[src/rtl/run_controller.sv]
// Run/step/halt sequencer that gates the CPU clock enable and holds the CPU in reset.
// Define RUN_CONTROLLER_WATCHDOG_EN to add a WDT_LIMIT-cycle watchdog on free-running execution.
module run_controller #(
  parameter int ERR_W      = 2,
  parameter int CNT_W      = 32,
  parameter int RST_CYCLES = 2
`ifdef RUN_CONTROLLER_WATCHDOG_EN
  , parameter int WDT_LIMIT = 1_000_000
`endif
) (
  input  logic             clk,
  input  logic             reset_n,
  input  logic             cmd_valid,
  output logic             cmd_ready,
  input  logic [1:0]       cmd_op,
  input  logic [CNT_W-1:0] step_count,
  input  logic             cpu_stop,
  input  logic [ERR_W-1:0] cpu_error,
  output logic             cpu_run,
  output logic             cpu_reset,
  output logic [2:0]       state,
  output logic [2:0]       halt_cause,
  output logic [ERR_W-1:0] error_latched,
  output logic [CNT_W-1:0] cycle_count
);

  typedef enum logic [2:0] {
    RESET_HOLD = 3'd0,
    HALTED     = 3'd1,
    RUNNING    = 3'd2,
    STEPPING   = 3'd3,
    FAULT      = 3'd4
  } state_t;

  localparam logic [1:0] OP_RUN   = 2'd0;
  localparam logic [1:0] OP_STEP  = 2'd1;
  localparam logic [1:0] OP_HALT  = 2'd2;
  localparam logic [1:0] OP_RESET = 2'd3;

  localparam logic [2:0] CAUSE_NONE      = 3'd0;
  localparam logic [2:0] CAUSE_EBREAK    = 3'd1;
  localparam logic [2:0] CAUSE_ERROR     = 3'd2;
  localparam logic [2:0] CAUSE_HOST      = 3'd3;
  localparam logic [2:0] CAUSE_STEP_DONE = 3'd4;
`ifdef RUN_CONTROLLER_WATCHDOG_EN
  localparam logic [2:0] CAUSE_WATCHDOG  = 3'd5;
  localparam int         WDT_W           = $clog2(WDT_LIMIT + 1);
`endif

  localparam logic [7:0] HOLD_INIT = 8'(RST_CYCLES);

  state_t           state_q, state_d;
  logic [7:0]       hold_q, hold_d;
  logic [CNT_W-1:0] steps_q, steps_d;
  logic [CNT_W-1:0] cycle_q, cycle_d;
  logic [2:0]       cause_q, cause_d;
  logic [ERR_W-1:0] err_q, err_d;
  logic             cmd_fire;
`ifdef RUN_CONTROLLER_WATCHDOG_EN
  logic [WDT_W-1:0] wdt_q, wdt_d;
`endif

  // All outputs decode from registered state only, so no input reaches them combinationally.
  assign cpu_run       = (state_q == RUNNING) || (state_q == STEPPING);
  assign cpu_reset     = (state_q == RESET_HOLD);
  assign cmd_ready     = (state_q != RESET_HOLD);
  assign state         = state_q;
  assign halt_cause    = cause_q;
  assign error_latched = err_q;
  assign cycle_count   = cycle_q;
  assign cmd_fire      = cmd_valid && cmd_ready;

  always_comb begin
    state_d = state_q;
    hold_d  = hold_q;
    steps_d = steps_q;
    cycle_d = cycle_q;
    cause_d = cause_q;
    err_d   = err_q;

    if (cpu_run && (cycle_q != '1)) cycle_d = cycle_q + CNT_W'(1);

    // Event priority while executing: error, then EBREAK, then host HALT/RUN, then step expiry.
    if (cmd_fire && (cmd_op == OP_RESET)) begin
      state_d = RESET_HOLD;
      hold_d  = HOLD_INIT;
      steps_d = '0;
      cycle_d = '0;
      cause_d = CAUSE_NONE;
      err_d   = '0;
    end else begin
      case (state_q)
        RESET_HOLD: begin
          if (hold_q <= 8'd1) state_d = HALTED;
          else                hold_d  = hold_q - 8'd1;
        end
        HALTED: begin
          if (cmd_fire && (cmd_op == OP_RUN)) begin
            state_d = RUNNING;
            cause_d = CAUSE_NONE;
          end else if (cmd_fire && (cmd_op == OP_STEP) && (step_count != '0)) begin
            state_d = STEPPING;
            steps_d = step_count;
            cause_d = CAUSE_NONE;
          end
        end
        RUNNING, STEPPING: begin
          if (cpu_error != '0) begin
            state_d = FAULT;
            cause_d = CAUSE_ERROR;
            err_d   = cpu_error;
          end else if (cpu_stop) begin
            state_d = HALTED;
            cause_d = CAUSE_EBREAK;
`ifdef RUN_CONTROLLER_WATCHDOG_EN
          end else if ((state_q == RUNNING) && (wdt_q == WDT_W'(WDT_LIMIT - 1))) begin
            state_d = FAULT;
            cause_d = CAUSE_WATCHDOG;
`endif
          end else if (cmd_fire && (cmd_op == OP_HALT)) begin
            state_d = HALTED;
            cause_d = CAUSE_HOST;
          end else if (cmd_fire && (cmd_op == OP_RUN)) begin
            state_d = RUNNING;
            cause_d = CAUSE_NONE;
          end else if (state_q == STEPPING) begin
            if (steps_q <= CNT_W'(1)) begin
              state_d = HALTED;
              cause_d = CAUSE_STEP_DONE;
            end else begin
              steps_d = steps_q - CNT_W'(1);
            end
          end
        end
        FAULT: ;
        default: state_d = RESET_HOLD;
      endcase
    end
  end

`ifdef RUN_CONTROLLER_WATCHDOG_EN
  // Counts consecutive free-running cycles; any exit from RUNNING restarts it.
  always_comb begin
    wdt_d = '0;
    if ((state_q == RUNNING) && (state_d == RUNNING)) wdt_d = wdt_q + WDT_W'(1);
  end

  always_ff @(posedge clk or negedge reset_n) begin
    if (!reset_n) wdt_q <= '0;
    else          wdt_q <= wdt_d;
  end
`endif

  always_ff @(posedge clk or negedge reset_n) begin
    if (!reset_n) begin
      state_q <= RESET_HOLD;
      hold_q  <= HOLD_INIT;
      steps_q <= '0;
      cycle_q <= '0;
      cause_q <= CAUSE_NONE;
      err_q   <= '0;
    end else begin
      state_q <= state_d;
      hold_q  <= hold_d;
      steps_q <= steps_d;
      cycle_q <= cycle_d;
      cause_q <= cause_d;
      err_q   <= err_d;
    end
  end

endmodule

[config.mk]
export PLATFORM = sky130hd
export DESIGN_NAME = run_controller
export DESIGN_NICKNAME = d
export VERILOG_FILES = /design/src/rtl/run_controller.sv
export SDC_FILE = /design/constraint.sdc
export NUM_CORES = 1
export LEC_CHECK = 0
export ABC_CLOCK_PERIOD_IN_PS = 2000
export CAP_MARGIN = 20
export CORE_MARGIN = 2
export CORE_UTILIZATION = 49
export CTS_CLUSTER_DIAMETER = 30
export DETAILED_ROUTE_END_ITERATION = 7
export HOLD_SLACK_MARGIN = 0.05
export PLACE_DENSITY = 0.85
export SLEW_MARGIN = 20
export SYNTH_ARGS = -nofsm -noshare
export SYNTH_HDL_FRONTEND = slang
export SYNTH_SLANG_ARGS = --single-unit
[constraint.sdc]
create_clock -name clk -period 2 [get_ports clk]
set_input_delay 0.2 -clock clk [delete_from_list [all_inputs] [get_ports clk]]
set_output_delay 0.2 -clock clk [all_outputs]
set_load 0.03 [all_outputs]
==> impl_metrics.yaml, run 1 <==
timing:
  fmax_ghz: 0.440
  final_hold_viol_count: 0
  relSlewSlack_pct: 60.6
  rsz0062_at_grt: "yes"
  fin_ws_ns: -0.271
  final-setup-viol-count: 42
  fin_skew_ns: 0.0108
  fin_crit_ns: 2.27
  post-route-period-util_pct: 114
  maxSlewViolCount: 0
  worst_pin_slew_ns: 0.592
  setup_tns_ns: -6.72
synthesis:
  synthArstFlopShare_pct: 100
  syn_inst: 602
  yosys_warnings: 0
  synth_edf_count: 0
  syn_nets: 647
  syn_area_um2: 5110
  synth_top_flop_cell: "dfrtp_1"
  ys_seq_area_share_pct: 39.2
  synth_seq_cells: 80
  synth.avg_cell_area_um2: 8.49
  netlist-cell-type-count: 67
floorplanning:
  initial_core_util_pct: 50.0
  dieArea_um2: 11300
  io_pins: 83
  fp.dieH_um: 106
  coreArea_um2: 10200
  fp.dieW_um: 106
  rows: 37
layout:
  syn_to_final_growth_pct: 55.6
  nets: 873
  antennaDiodeCount: 0
  drive_above_1_share_pct: 37.3
  multi_input_area_um2: 3250
  register_area_um2: 2040
  layout_common_cells: "buf_4, nor2_1, clkdlybuf4s50_1"
  fin_util_pct: 77.7
  layout_commonest_cell: "buf_4"
  fill_cells: 634
setup_path:
  cpPeakStageDelay_ns: 0.59
  cp_data_arrival_time_ns: 2.52
  worstPathMaxFanout: 5
  crit_path_start_kind: "register"
  critPathRequiredTime_ns: 2.25
  reg2reg_to: "steps_q[29]"
  crit_path_top_delay_cell: "or4_4"
  reg2regPathDepth: 6
  crit_chain: "or4_4 -> nor4_2 -> nand3_2 -> o31ai_1 -> nand2_1 -> a31o_1"
  timing.rr.start: "steps_q[20]"
  rrSetupSlack_ns: -0.27
  end_kind: "register"
  crit_type: "reg -> reg"
route:
  viasPerCell: 6.41
  drt_iter0_drc: 672
  drt_wl_total_um: 19200
  drc: 0
  vias: 6216
  ant_nets: 0
  drtPass1Iterations: 7
  wire_per_inst_um: 19.8
power:
  powerDensity_nw_per_um2: 1260
  vdd_drop_max_mv: 0.738
  p_leak_nw: 3.33
outcome:
  violations: "negative setup slack"
  status: "finished, violations left"
clock_network:
  numCtsBuffers: 9
  tritoncts: "done"
  insertion_delay_ns: 0.36
  ctsRootBufferMaster: "clkbuf_8"
  path_clk_slew_ns: 0.10
  htreeDepth: 3
  clock-sinks: 80
  ctsLongestPathBuffers: 2
placed_design:
  hpwlAfterDp_um: 12200
  port_buffers: 82
  gp_congestion: 0.910
flow_run:
  drv_cap: 0
global_routing:
  track_usage_pct: 30.3
  grt_pass1_wl_um: 27700
  grt-ovfl-total: 0
  grt_pass1_vias: 5999
  grt_max_degree: 43
  antenna_found_initial: 0
worst_hold_path:
  hp-class: "in -> async"
==> routing by layer <==
metal / track usage (%) / part of all wire (%) / vias to the layer above
met2: 54.2 / 50 / 466
li1: - / - / 2684
met3: 5.52 / 8.4 / 111
met5: 0 / 0 / -
met4: 11.5 / 4.5 / 0
met1: 36.0 / 37 / 2955
==> how the worst max path moves through the flow <==
stage                               from     endpoint  depth (start not counted)
after floorplan                 state[1]  steps_q[30]                          8
final                        steps_q[20]  steps_q[29]                          6
after detailed placement  step_count[30]   steps_q[0]                          9
after CTS                    steps_q[24]  steps_q[26]                          7
after global placement    step_count[30]  steps_q[26]                          9
after global routing          steps_q[1]  steps_q[29]                          7
==> layout make-up <==
type                            instances  share of cell area, %
Clock buffer                            9                   1.56
Clock inverter                          7                  0.787
Inverter                               12                  0.645
Multi-Input combinational cell        468                   40.8
Sequential cell                        80                   25.6
Tap cell                              136                   2.14
Timing Repair Buffer                  257                   28.4
==> synth_stat cells, types with 3 or more instances <==
master	count	area share, %
nor2_1	85	6.2
dfrtp_1	79	39
nand2_1	49	3.6
a21oi_1	31	3.0
nor3_1	27	2.6
clkbuf_1	26	1.9
nand3_1	23	2.3
a32o_1	22	4.3
nor4_1	22	2.7
o21ai_0	21	2.1
o21ai_1	20	2.0
xnor2_1	20	3.4
nand4_1	15	1.8
xor2_1	14	2.4
inv_1	12	0.88
or3_1	10	1.2
a22oi_1	8	1.2
buf_2	8	0.78
or4_1	8	1.2
o31ai_1	6	0.88
buf_1	5	0.37
ha_1	5	1.2
nand2b_1	5	0.61
and2_1	4	0.49
and3_1	4	0.49
and4_2	4	0.78
nor3b_1	4	0.59
o211ai_1	4	0.59
or3b_1	4	0.69
a211oi_1	3	0.44
a31o_2	3	0.51
o21a_1	3	0.44
==> through the flow <==
stage          setup WS [ns]  power (mW)  area (um^2)  instances  hold slack, ns
4_1_cts               -0.208        9.20         7670        956           0.388
3_3_place_gp          -0.527        7.56         7340        937           0.227
3_5_place_dp          -0.592        7.85         7340        937           0.225
5_1_grt               -0.327        10.5         7950        969           0.404
2_1_floorplan         -0.255        5.49         5250        602         -0.0956
6_report              -0.271        10.0         7950        969           0.370
==> kinds of logic after synthesis <==
family,synth area share (%)
fa+ha+maj,1.22
flops,39.2
compound gates,19.5
xor+xnor,5.82
simple gates,29.6
buf+inv,4.63
==> flip-flops by register name, indices dropped and copies added, names as in the netlist <==
signal	count
steps_q	32
state	3
error_latched	2
halt_cause	3
hold_q	8
cycle_count	32
==> worst max-delay path: cells and delay by family (launching register included) <==
kind             cells  cell delay (ns)
AND/OR/NAND/NOR      4             1.28
AO/OA/AOI/OAI        2             0.47
flip-flops           1             0.40
==> where the power goes <==
group | total [mW] | switching, mW | leakage (nW) | internal (mW)
logic | 6.37 | 3.35 | 2.23 | 3.02
registers | 2.49 | 0.384 | 1.01 | 2.11
clock network | 1.18 | 0.700 | 0.0923 | 0.475
total | 10.0 | 4.44 | 3.33 | 5.60
==> repair_timing <==
| item | in CTS | in global routing |
|---|---|---|
| setup buffers | 3 | 13 |
| hold buffers | 1 | 0 |
| endpoints found under the hold margin | 40 | 0 |
| pin swaps | 13 | 13 |
| resized for setup | 32 | 49 |
| setup endpoints to repair | 42 | 63 |
Note: power is estimated with default switching activity, not from simulation.
==> run 2, diff against run 1 <==
CELL_PAD_IN_SITES_DETAIL_PLACEMENT = 1   (was not set)
CELL_PAD_IN_SITES_GLOBAL_PLACEMENT = 1   (was not set)
CORE_UTILIZATION = 37   (was 49)
PLACE_DENSITY = 0.86   (was 0.85)
==> impl_metrics.yaml, run 2 (synthesized netlist as in run 1, its figures left out) <==
outcome:
  status: "finished, violations left"
  violations: "negative setup slack"
placed_design:
  hpwlAfterDp_um: 15400
  place_inst: 989
  pre_cts_slack_ns: -0.581
  port_buffers: 82
  gp_congestion: 0.889
clock_network:
  numCtsBuffers: 9
  ctsRootBufferMaster: "clkbuf_16"
  tritoncts: "done"
  ctsLongestPathBuffers: 2
  clock-sinks: 80
  htreeDepth: 3
  insertion_delay_ns: 0.38
  path_clk_slew_ns: 0.07
global_routing:
  track_usage_pct: 36.7
  grt_max_degree: 44
  grt_pass1_wl_um: 41000
  antenna_found_initial: 0
  grt_pass1_vias: 7257
  grt-ovfl-total: 0
setup_path:
  critPathRequiredTime_ns: 2.31
  rrSetupSlack_ns: -0.63
  crit_path_start_kind: "register"
  end_kind: "register"
  timing.rr.start: "steps_q[1]"
  worstPathMaxFanout: 5
  cp_data_arrival_time_ns: 2.94
  crit_start: "steps_q[1]"
  reg2reg_to: "steps_q[26]"
  reg2regPathDepth: 8
  crit_type: "reg -> reg"
  crit_end: "steps_q[26]"
floorplanning:
  fp.dieW_um: 122
  fp.dieH_um: 122
  io_pins: 83
  coreArea_um2: 13300
  rows: 42
  initial_core_util_pct: 38.3
  dieArea_um2: 14800
layout:
  final_cells: 1043
  fill_cells: 1437
  antennaDiodeCount: 0
  syn_to_final_growth_pct: 76.0
  register_area_um2: 2040
  nets: 907
  multi_input_area_um2: 3680
  layout_common_cells: "buf_4, clkdlybuf4s50_1, nor2_1"
  drive_above_1_share_pct: 46.1
  layout_commonest_cell: "buf_4"
route:
  drtPass1Iterations: 6
  viasPerCell: 6.94
  vias: 7235
  drt_iter0_drc: 971
  drt_wl_total_um: 33700
  drc: 0
  ant_nets: 0
  wire_per_inst_um: 32.3
timing:
  rsz0062_at_grt: "yes"
  final_hold_viol_count: 0
  fin_ws_ns: -0.632
  fmax_ghz: 0.380
  post-route-period-util_pct: 132
  final-setup-viol-count: 70
  fin_crit_ns: 2.63
  fin_skew_ns: 0.0141
  worst_pin_slew_ns: 0.559
  maxSlewViolCount: 0
  relSlewSlack_pct: 62.2
power:
  powerDensity_nw_per_um2: 1430
  total_power_mw: 12.9
  p_leak_nw: 3.70
  vdd_drop_max_mv: 1.06
worst_hold_path:
  hp-class: "in -> async"
flow_run:
  drv_cap: 0
[run 2: cell types whose count changed in the layout (fill, tap and decap cells not counted), sizes merged]
| cell | delta |
|---|---|
| inv | -1 |
| clkbuf | +7 |
| buf | +30 |
| bufinv | +2 |
| dlygate4sd2 | +1 |
| clkinvlp | -1 |
| clkinv | -3 |
| clkdlybuf4s15 | -1 |
[run 2: what timing repair did]
action / 4_1_cts / 5_1_grt
hold buffers: 1 / 0
resized for setup: 52 / 127
endpoints found under the hold margin: 32 / 0
gates cloned: 0 / 5
buffers inserted: 5 / 29
pin swaps: 14 / 72
setup endpoints to repair: 52 / 75
[run 2: power by group]
group          switching (mW)  internal, mW  leakage (nW)
clock                   0.837          1.17         0.159
sequential              0.496          2.11          1.01
combinational            4.66          3.63          2.52
total                    5.99          6.91          3.70
[run 2: critical path, cell delays in order (launching register included)]
cell	delay (ns)
dfrtp_1	0.40
inv_1	0.14
ha_4	0.23
or3b_4	0.44
nor3_4	0.28
nand3_2	0.17
o41ai_1	0.51
and3_4	0.30
a31o_4	0.10
[run 2: final cells by class]
class | count | share of cell area (%)
flip-flops and latches | 80 | 22.6
repair buffers | 291 | 29.9
clock buffers | 12 | 2.85
clock inverters | 4 | 0.848
well taps | 176 | 2.45
multi-input cells | 468 | 40.9
inverters | 12 | 0.500
[run 2: worst min-delay path by stage]
stage | to | slack (ns) | from
4_1_cts | steps_q[13] | 0.36 | reset_n
3_5_place_dp | steps_q[13] | 0.20 | reset_n
5_1_grt | steps_q[16] | 0.41 | reset_n
6_report | steps_q[16] | 0.38 | reset_n
2_1_floorplan | cycle_count[0] | -0.1 | reset_n
3_3_place_gp | steps_q[13] | 0.19 | reset_n
[run 2: stage by stage]
stage	TNS, ns	area (um^2)	util [%]	hold slack, ns
5_1_grt	-23.93	9000	67.4	0.414
6_report	-19.10	9000	67.4	0.376
2_1_floorplan	-8.06	5250	-	-0.0956
4_1_cts	-6.33	8080	60.6	0.357
3_3_place_gp	-12.94	7480	56.0	0.191
3_5_place_dp	-19.36	7480	56.0	0.197
[run 2: layer usage]
layer | track usage (%) | up-vias | wire length (um)
met1 | 40.8 | 3557 | 11700
met3 | 8.80 | 275 | 3040
met4 | 25.1 | 0 | 3320
li1 | - | 2756 | -
met2 | 62.0 | 647 | 15600
met5 | 0 | - | 0
==> run 3, diff against run 2 <==
SLEW_MARGIN = not set   (was 20)
==> results of run 3 <==
No change in the layout: final DEF, timing and power equal those of run 2.
